$ cat src/rtl/data_mem_bridge_pkg.sv
// Shared constants for the MEM-stage data-memory bridge.
package data_mem_bridge_pkg;

  localparam int DEF_AW = 32;
  localparam int DEF_DW = 32;

  // FSM encodings kept as plain 2-bit constants so older code can match on them.
  localparam logic [1:0] S_IDLE = 2'd0;
  localparam logic [1:0] S_WAIT = 2'd1;
  localparam logic [1:0] S_DONE = 2'd2;

  // Word accesses only: both low address bits must be zero.
  function automatic logic is_aligned(input logic [1:0] lsb);
    return (lsb == 2'b00);
  endfunction

endpackage

$ cat src/rtl/data_mem_bridge_timeout_counter.sv
// Counts stalled cycles of one bus access; flags when the limit is reached.
module data_mem_bridge_timeout_counter #(
  parameter int TW    = 8,
  parameter int LIMIT = 255
) (
  input  logic clk,
  input  logic rst,
  input  logic clr,
  input  logic en,
  output logic expired
);

  logic [TW-1:0] cnt;

  assign expired = (cnt == TW'(LIMIT));

  // Clear has priority; the count parks at LIMIT rather than wrapping.
  always_ff @(posedge clk or negedge rst) begin
    if (!rst)                cnt <= '0;
    else if (clr)            cnt <= '0;
    else if (en && !expired) cnt <= cnt + 1'b1;
  end

endmodule

$ cat src/rtl/data_mem_bridge.sv
// MEM-stage bridge: one req/ack bus transaction per load/store, freezes the
// pipeline through mem_stall while the transaction is outstanding.
module data_mem_bridge
  import data_mem_bridge_pkg::*;
#(
  parameter int AW      = DEF_AW,
  parameter int DW      = DEF_DW,
  parameter int TIMEOUT = 255,
  parameter int TW      = 8
) (
  input  logic          clk,
  input  logic          rst,
  input  logic          mem_r,
  input  logic          mem_w,
  input  logic [AW-1:0] addr,
  input  logic [DW-1:0] wdata,
  output logic [DW-1:0] rdata,
  output logic          mem_stall,
  output logic          addr_err,
  output logic          bus_err,
  output logic          bus_req,
  output logic          bus_we,
  output logic [AW-1:0] bus_addr,
  output logic [DW-1:0] bus_wdata,
  input  logic          bus_ack,
  input  logic [DW-1:0] bus_rdata,
  output logic [31:0]   stall_cnt
);

  logic [1:0] state;
  logic       req, aligned, start, expired;

  assign req     = mem_r | mem_w;
  assign aligned = is_aligned(addr[1:0]);
  assign start   = (state == S_IDLE) && req && aligned;

  // Stall starts in the accepting IDLE cycle so the pipeline never advances
  // past an access; gated by reset so it drops with no clock edge.
  assign mem_stall = rst & (start | (state == S_WAIT));

  // Counter runs across the IDLE start cycle too, so the first WAIT cycle
  // sees count 1 and expiry at TIMEOUT means TIMEOUT WAIT cycles.
  data_mem_bridge_timeout_counter #(
    .TW    (TW),
    .LIMIT (TIMEOUT)
  ) u_tmo (
    .clk     (clk),
    .rst     (rst),
    .clr     (~mem_stall),
    .en      (mem_stall),
    .expired (expired)
  );

  // FSM, bus-side registers, result and error pulses, stall statistics.
  always_ff @(posedge clk or negedge rst) begin
    if (!rst) begin
      state     <= S_IDLE;
      rdata     <= '0;
      addr_err  <= 1'b0;
      bus_err   <= 1'b0;
      bus_req   <= 1'b0;
      bus_we    <= 1'b0;
      bus_addr  <= '0;
      bus_wdata <= '0;
      stall_cnt <= '0;
    end else begin
      addr_err <= 1'b0;
      bus_err  <= 1'b0;
      if (mem_stall && (stall_cnt != 32'hFFFF_FFFF))
        stall_cnt <= stall_cnt + 32'd1;
      case (state)
        S_IDLE: begin
          if (req && !aligned) begin
            addr_err <= 1'b1;
            rdata    <= '0;
          end else if (start) begin
            bus_req   <= 1'b1;
            bus_we    <= mem_w;  // read+write together is a write
            bus_addr  <= {addr[AW-1:2], 2'b00};
            bus_wdata <= wdata;
            state     <= S_WAIT;
          end
        end
        S_WAIT: begin
          if (bus_ack) begin
            bus_req <= 1'b0;
            if (!bus_we) rdata <= bus_rdata;
            state   <= S_DONE;
          end else if (expired) begin
            bus_req <= 1'b0;
            bus_err <= 1'b1;
            rdata   <= '0;
            state   <= S_DONE;
          end
        end
        S_DONE:  state <= S_IDLE;
        default: state <= S_IDLE;
      endcase
    end
  end

endmodule

$ cat config.mk
export PLATFORM = sky130hd
export DESIGN_NAME = data_mem_bridge
export DESIGN_NICKNAME = d
export VERILOG_FILES = /design/src/rtl/data_mem_bridge_pkg.sv /design/src/rtl/data_mem_bridge_timeout_counter.sv /design/src/rtl/data_mem_bridge.sv
export SDC_FILE = /design/constraint.sdc
export NUM_CORES = 1
export LEC_CHECK = 0
export ABC_CLOCK_PERIOD_IN_PS = 1650
export BUFFER_PORTS_ARGS = -buffer_cell sky130_fd_sc_hd__buf_2
export CAP_MARGIN = 0
export CORE_MARGIN = 2
export CORE_UTILIZATION = 32
export CTS_CLUSTER_SIZE = 25
export DETAILED_ROUTE_END_ITERATION = 10
export PLACE_DENSITY = 0.59
export SLEW_MARGIN = 20
export SYNTH_ARGS = -nofsm -noshare
export SYNTH_HDL_FRONTEND = slang
export SYNTH_SLANG_ARGS = --single-unit
$ cat constraint.sdc
create_clock -name clk -period 1.65 [get_ports clk]
set_input_delay 0.0825 -clock clk [delete_from_list [all_inputs] [get_ports clk]]
set_output_delay 0.0825 -clock clk [all_outputs]
set_load 0.005 [all_outputs]
# == Word level (Yosys, flattened, before mapping) ==
# Index checks and enable logic that the tools add are counted.
# W data, S select, Z words.
# op_classes
n_eq_ne,9
addsub,2
muxes,22
reduce_logical,14
bitwise_logic,4
# op_table
operator,n
$mux W32,4
$pmux W32 S2,1
$add A32 B1 Y32 const B,1
$ne A32 B32 Y1 const B,1
$mux W8,2
$mux W1,9
$add A8 B1 Y8 const B,1
$eq A8 B8 Y1 const B,1
$mux W2,4
$reduce_and A4 Y1,2
$reduce_and A3 Y1,2
$logic_and A1 B1 Y1,5
$logic_not A2 Y1,2
$ne A2 B1 Y1 const B,2
$ne A2 B2 Y1 const B,2
$pmux W2 S2,1
$ne A3 B2 Y1 const B,1
$ne A3 B3 Y1 const B,1
$eq A2 B1 Y1 const B,1
$logic_not A1 Y1,2
$or A1 B1 Y1,2
$pmux W1 S2,1
$reduce_bool A2 Y1,1
$and A1 B1 Y1,1
$not A1 Y1,1
# word_totals
in_bits,101
reg_bits,140

# == Logic depth before layout (Yosys ltp) ==
# Gate-level depths: netlist of run 1.
# depth
depth_word,8
ltp_mapped,7
ltp_nobuf,6

# == By module ==
# Synthesis of run 1 repeated with hierarchy kept, for this count alone.
# unflattened
hier_cells,496
area_unflattened_um2,5970.7
# by_module_without_submodules
mod,instances,area_per_inst_um2,cells_per_inst
data_mem_bridge,1,5501.5,449
data_mem_bridge_timeout_counter,1,469.2,47

# == Worst setup path after synthesis of run 1 ==
# Ideal clock, no wire load.
# synth_timing
kind,flip-flop to flip-flop
startpoint,reg stall_cnt[0]
endpoint,reg stall_cnt[1]
required_ps,1525
stages_incl_launch_ff,8
path_buffers,1
synth_period_minus_slack_ps,1826
arrival_time_ps,1702
slack_ps,-176
path_cell_list,dfrtp_1 ha_1 and3_1 buf_6 and2_2 nand4_1 nand2_1 mux2_2
# synth_between
elab_chain_len,2
# synth_rtl
item,line,text
start: declaration,data_mem_bridge.sv:27,output logic [31:0] stall_cnt
start signal: assignment,data_mem_bridge.sv:70,stall_cnt <= stall_cnt + 32'd1;
"parallel branches: the longest is 2 deep, another holds $add A32 B1 Y32",n/a,
# Several ways; the timed one is not identified.
# A chain may end at the register's enable or synchronous reset.

# == Worst setup path after layout of run 1 ==
# layout_timing
startpoint,reg u_tmo.cnt[0]
endpoint,reg rdata[30]
# layout_between
elab_chain_len,3
# layout_rtl
item,line,text
start: declaration,data_mem_bridge_timeout_counter.sv:13,logic [TW-1:0] cnt;
start signal: assignment,data_mem_bridge_timeout_counter.sv:21,else if (en && !expired) cnt <= cnt + 1'b1;
$eq A8 B8 Y1,data_mem_bridge_timeout_counter.sv:15,assign expired = (cnt == TW'(LIMIT));
$ne A3 B2 Y1 (no line),n/a,
$reduce_and A4 Y1 (no line),n/a,
end signal: assignment,data_mem_bridge.sv:87,if (!bus_we) rdata <= bus_rdata;
end: declaration,data_mem_bridge.sv:17,"output logic [DW-1:0] rdata,"
# Every way passes these cells.

==> results of run 1 <==
==> layout by cell type (no fill, tap or decap), types with 4 or more instances in the layout <==
cell type and count:
xnor2_1 16, nor4_4 5, nand2_1 13, nand4_1 12, nor2_4 5, nand3_1 20
inv_6 5, xor2_1 13, and3_4 4, nor2_1 17, nand3_4 4, dfrtp_1 138
a22o_1 32, mux2_2 63, buf_12 4, dlygate4sd3_1 99, buf_4 75, o21ai_0 6
buf_6 8, clkbuf_16 17, buf_2 229, and3_1 8, nor3_1 4, nor3_2 7
==> state kept, by name, summed over array words and instances (netlist names) <==
register	flops
bus_err	1
rdata	32
bus_req	1
stall_cnt	32
state	2
u_tmo.cnt	8
addr_err	1
bus_wdata	32
bus_we	1
bus_addr	30
==> worst min path at each step <==
stage | endpoint | cells after the start | start | slack (ns)
final | addr_err | 4 | mem_r | 0.14
after detailed placement | stall_cnt[8] | 1 | rst | -0.11
after global placement | stall_cnt[8] | 1 | rst | -0.11
after global routing | addr_err | 4 | mem_r | 0.15
after CTS | addr_err | 4 | mem_r | 0.13
after floorplan | addr_err | 0 | rst | -0.21
==> per-layer routing <==
layer  global-route usage (%)  wire (um)  share of wire, %  vias to the layer above
met5                        0          0                 0                        -
met4                     7.41        337               1.9                        0
met3                     4.99        861               4.9                       33
met2                     32.7       9130                52                      178
met1                     21.6       7260                41                     2594
li1                         -          -                 -                     2426
==> logic make-up after synthesis <==
family / after synthesis / share of synthesized area, %
buffers and inverters: 22 / 1.96
adder cells (fa/ha/maj): 2 / 0.435
flip-flops: 140 / 60.9
multiplexers: 64 / 12.5
AO/OA/AOI/OAI: 51 / 7.00
AND/OR/NAND/NOR: 125 / 12.5
other: 1 / 0.0652
XOR/XNOR: 30 / 4.57
==> what timing repair did <==
| action | 4_1_cts | 5_1_grt |
|---|---|---|
| pin swaps | 10 | 20 |
| gates resized for setup | 15 | 38 |
| hold buffers | 99 | 0 |
| setup buffers | 8 | 10 |
| endpoints found under the setup margin | 39 | 54 |
| cloned | 4 | 0 |
| hold endpoints to repair | 238 | 0 |
==> power by group through the flow <==
stage / clock network [uW] / registers, uW / logic, uW
floorplan: 0 / 4460 / 779
global placement: 0 / 4370 / 1920
detailed placement: 0 / 4400 / 1990
CTS: 3940 / 4350 / 2250
global route: 4110 / 4440 / 2490
finish: 3850 / 4360 / 2300
==> per-stage QoR <==
step	setup TNS [ns]	utilization, %	hold slack, ns	instance area, um2	setup WS [ns]
after floorplan	-2.85	-	-0.213	5820	-0.142
after global routing	-4.20	54.7	0.151	9720	-0.144
after detailed placement	-17.08	43.4	-0.114	7710	-0.545
after global placement	-12.86	43.3	-0.115	7710	-0.401
after CTS	-1.68	53.2	0.125	9460	-0.0631
final	-1.41	54.7	0.138	9720	-0.0659
==> worst register-to-register path, cell delays in order (launching register included) <==
cell and delay [ns]:
dfrtp_1 0.36, ha_2 0.19, nand4_1 0.10, or3_4 0.36, a21oi_4 0.18, buf_12 0.15, nor2_4 0.07, a22o_1 0.19
==> final cells by class <==
class,instances,area [um2]
clock inverters,14,160
clock buffers,18,429
well taps,229,287
multi-input cells,278,2450
flip-flops and latches,140,3510
repair buffers,415,2870
inverters,3,11.3
fillers,1492,8060
==> results.cfg, run 1 <==
[die]
start_util_pct = 32.4
ios = 234
core_um2 = 17800
die_height_um = 138
die_w_um = 138
dieArea_um2 = 19100
fp-row-count = 49

[global_routing]
grt_overflow = 0
grt_pass1_wl_mm = 28.5
antenna_found_initial = 0
grt_start_max_net_pins = 137
grt_use_total_pct = 18.6
grt_pass1_vias = 5756

[hold_path]
hold_path.class = in2reg

[pwr]
power_density_nw_per_um2 = 1080
p_comb_share_pct = 21.9
seq_power_share_pct = 41.5
power_leakage_uw = 0.00475
clkPwrFrac_pct = 36.6
power.switching_uw = 2890
internal-power_uw = 7620
max-vdd-ir-drop_mv = 0.670
finalPower_uw = 10500
switching_share_pct = 27.5

[placed_design]
routabilityCongestion = 0.857
dp.cells = 944
dpl.hpwl_mm = 10.9
portBuffers = 231

[sta]
rsz0062_at_grt = true
maxSlewHeadroom_pct = 45.8
drv_slew = 0
setup_viol = 32
hold_viol = 0
skew_ns = 0.0139
fmax_mhz = 583
min_period_over_period_pct = 104
tightestPinTransition_ns = 0.813
fin_crit_ns = 1.72
worst_slack_ns = -0.0659

[synthesis]
ys_types = 44
synth_seq_cells = 140
syn_inst = 435
yosysTopAreaCell = dfrtp_1
ys_warn_count = 0
synth_common_cells = dfrtp_1, mux2_2, a22o_1, nand3_1, nor2_1
synth_enable_flop_cells = 0
synthTopCellsByArea = dfrtp_1, mux2_2, a22o_1, xnor2_1, nand3_1
synth.most_common_cell = dfrtp_1
async_reset_ff_share_pct = 100
syn_area_per_cell_um2 = 13.2
synth_ff_type = dfrtp_1
syn-cell-area_um2 = 5750
ys_seq_area_share_pct = 60.9
synth_top_area_share_pct = 60.9

[setup_path]
crit_required_ns = 1.96
cp_slowest_cell = dfrtp_1
r2r-start = u_tmo.cnt[0]
max_stage_delay_ns = 0.36
critPathBufInv = 1
cp.depth = 7
critPathTopFamily = simple AND/OR/NAND/NOR gates
cp-end-kind = flip-flop
cp-endpoint = rdata[30]
crit_chain = ha_2 -> nand4_1 -> or3_4 -> a21oi_4 -> buf_12 -> nor2_4 -> a22o_1
rr_worst_depth = 7
startpoint = u_tmo.cnt[0]
critPathKind = reg2reg
start_kind = flip-flop
cp_max_fo = 8
rrSetupSlack_ns = -0.07
crit_arrival_ns = 2.02
worstReg2RegEnd = rdata[30]

[detailed_routing]
drt_iter0_markers = 187
drc = 0
final_antenna_net_count = 0
routedWlPerCell_um = 16.0
num_vias = 5231
drt-pass1-iter-count = 5
routed_wl_mm = 17.6
via_per_inst = 4.77

[clock_tree]
htree_levels = 4
cts_buffers = 17
clock_latency_ns = 0.43
cts_tree = done
clock-sinks = 140
cts_root_buf = clkbuf_16
clk_pin_slew_ns = 0.06
cts_buffer_depth = 2

[run]
cap_violations = 0

[layout]
antenna_cells = 0
final_cells = 1097
drive_above_1_share_pct = 53.7
fin_nets = 958
area_growth_pct = 68.9

[outcome]
status = finished, violations left
violations = negative setup slack
No activity file was read; power rests on OpenSTA's default activity.
==> inputs of run 2 (changes only) <==
MAX_ROUTING_LAYER = met4   (was default)
==> run 2 against run 1 <==
Against the previous run: the flow still finishes with violations (negative setup slack); non-clock buffer count unchanged; fmax decreased by 0.14%; worst hold slack improved by 0.010 ns; highest routed layer unchanged; design area unchanged; clock skew decreased by 0.0056 ns; cell count unchanged; critical path type unchanged; critical path depth unchanged; sequential power about the same; core utilization unchanged; clock power about the same; via count increased by 1.2%; first-iteration DRC count increased by 6.4%.
==> results.cfg, run 2 (synthesized netlist as in run 1, its figures left out) <==
[die]
dieArea_um2 = 19100
core_um2 = 17800
start_util_pct = 32.4
ios = 234
fp-row-count = 49
die_height_um = 138
die_w_um = 138

[setup_path]
crit_chain = ha_2 -> nand4_1 -> or3_4 -> a21oi_4 -> buf_12 -> nor2_4 -> a22o_1
crit_required_ns = 1.95
start_kind = flip-flop
cp-end-kind = flip-flop
max_stage_delay_ns = 0.36
cp_slowest_cell = dfrtp_1
cp_max_fo = 8
crit_arrival_ns = 2.02
critPathKind = reg2reg

[layout]
final_common_cell = buf_2
drive_above_1_share_pct = 53.7
top_regs = bus_wdata: 32 flops, rdata: 32 flops, stall_cnt: 32 flops
area_growth_pct = 68.9
antenna_cells = 0
fin_nets = 958
fin_area_um2 = 9720
final_cell_mix = buf_2, dfrtp_1, dlygate4sd3_1

[global_routing]
grt_use_total_pct = 19.1
antenna_found_initial = 0
grt_pass1_wl_mm = 28.5
grt_pass1_vias = 5773
grt_start_max_net_pins = 137
grt_overflow = 0

[detailed_routing]
drc = 0
routedWlPerCell_um = 16.0
wl_met2_mm = 9.02
routed_wl_mm = 17.6
via_per_inst = 4.83
final_antenna_net_count = 0
drt-pass1-iter-count = 4
dr_wl_met3_um = 827
drt_iter0_markers = 199
num_vias = 5296
top_layer = met4
routedLengthMet1_mm = 7.25

[clock_tree]
htree_levels = 4
clk_pin_slew_ns = 0.06
cts_tree = done
clock_latency_ns = 0.42
cts_buffer_depth = 2
cts_buffers = 17
cts_root_buf = clkbuf_16
clock-sinks = 140

[outcome]
status = finished, violations left
violations = negative setup slack

[pwr]
power_leakage_uw = 0.00475
max-vdd-ir-drop_mv = 0.668
power_density_nw_per_um2 = 1080

[placed_design]
dpl-instance-area_um2 = 7710
routabilityCongestion = 0.871
portBuffers = 231
dpl.hpwl_mm = 10.9
post-place-ws_ns = -0.545

[sta]
skew_ns = 0.00828
fin_crit_ns = 1.72
setup_viol = 32
fmax_mhz = 582
drv_slew = 0
tightestPinTransition_ns = 0.842
worst_slack_ns = -0.0683
min_period_over_period_pct = 104
hold_viol = 0
rsz0062_at_grt = true
maxSlewHeadroom_pct = 43.9

[hold_path]
hold_path.class = in2reg

[run]
cap_violations = 0
==> run 2: timing repair <==
item                                    4_1_cts  5_1_grt
endpoints found under the setup margin       39       54
hold buffers                                 99        0
gates resized for setup                      15       38
pin swaps                                    10       20
endpoints found under the hold margin       238        0
gates cloned                                  4        0
setup buffers                                 8       10
==> run 2: final cells by class <==
class | instances | area [um2]
multi-input cells | 278 | 2450
flip-flops and latches | 140 | 3510
clock inverters | 14 | 160
well taps | 229 | 287
inverters | 3 | 11.3
repair buffers | 415 | 2870
fillers | 1492 | 8060
clock buffers | 18 | 429
==> run 2: worst max-delay path: cells and delay by family, from the launching register on <==
family                   cells  cell delay [ns]
AND/OR/NAND/NOR              3             0.53
flip-flops                   1             0.36
adder cells (fa/ha/maj)      1             0.19
buffers and inverters        1             0.14
AO/OA/AOI/OAI                2             0.37
==> run 2: final timing paths <==
| kind | cells past startpoint | slack (ns) | start | endpoint |
|---|---|---|---|---|
| min in group asynchronous | 3 | 0.27 | rst | stall_cnt[31] |
| hold reg to reg | 1 | 0.50 | bus_wdata[2] | bus_wdata[2] |
| setup reg to reg | 7 | -0.07 | u_tmo.cnt[0] | rdata[30] |
| max in group asynchronous | 3 | 0.61 | rst | stall_cnt[18] |
| setup / recovery | 7 | -0.07 | u_tmo.cnt[0] | rdata[30] |
| hold / removal | 4 | 0.15 | mem_r | addr_err |
==> run 2: stage by stage <==
step / total power (uW) / util [%] / cells / setup TNS [ns] / hold WS [ns]
floorplan: 5240 / - / 436 / -2.85 / -0.213
global placement: 6290 / 43.3 / 944 / -12.86 / -0.115
detailed placement: 6390 / 43.4 / 944 / -17.08 / -0.114
CTS: 10500 / 53.2 / 1087 / -1.68 / 0.125
global route: 11000 / 54.7 / 1097 / -4.20 / 0.155
finish: 10500 / 54.7 / 1097 / -1.45 / 0.148
==> run 2: report_power, final <==
group	leakage [uW]	switching, uW	internal (uW)
Clock	0.000280	1590	2260
Sequential	0.00177	330	4030
Combinational	0.00270	975	1330
==> run 2: routing by layer <==
layer / vias up / global-route usage [%]
li1: 2432 / -
met5: - / -
met3: 45 / 3.98
met1: 2615 / 21.8
met4: 0 / 8.27
met2: 204 / 32.6
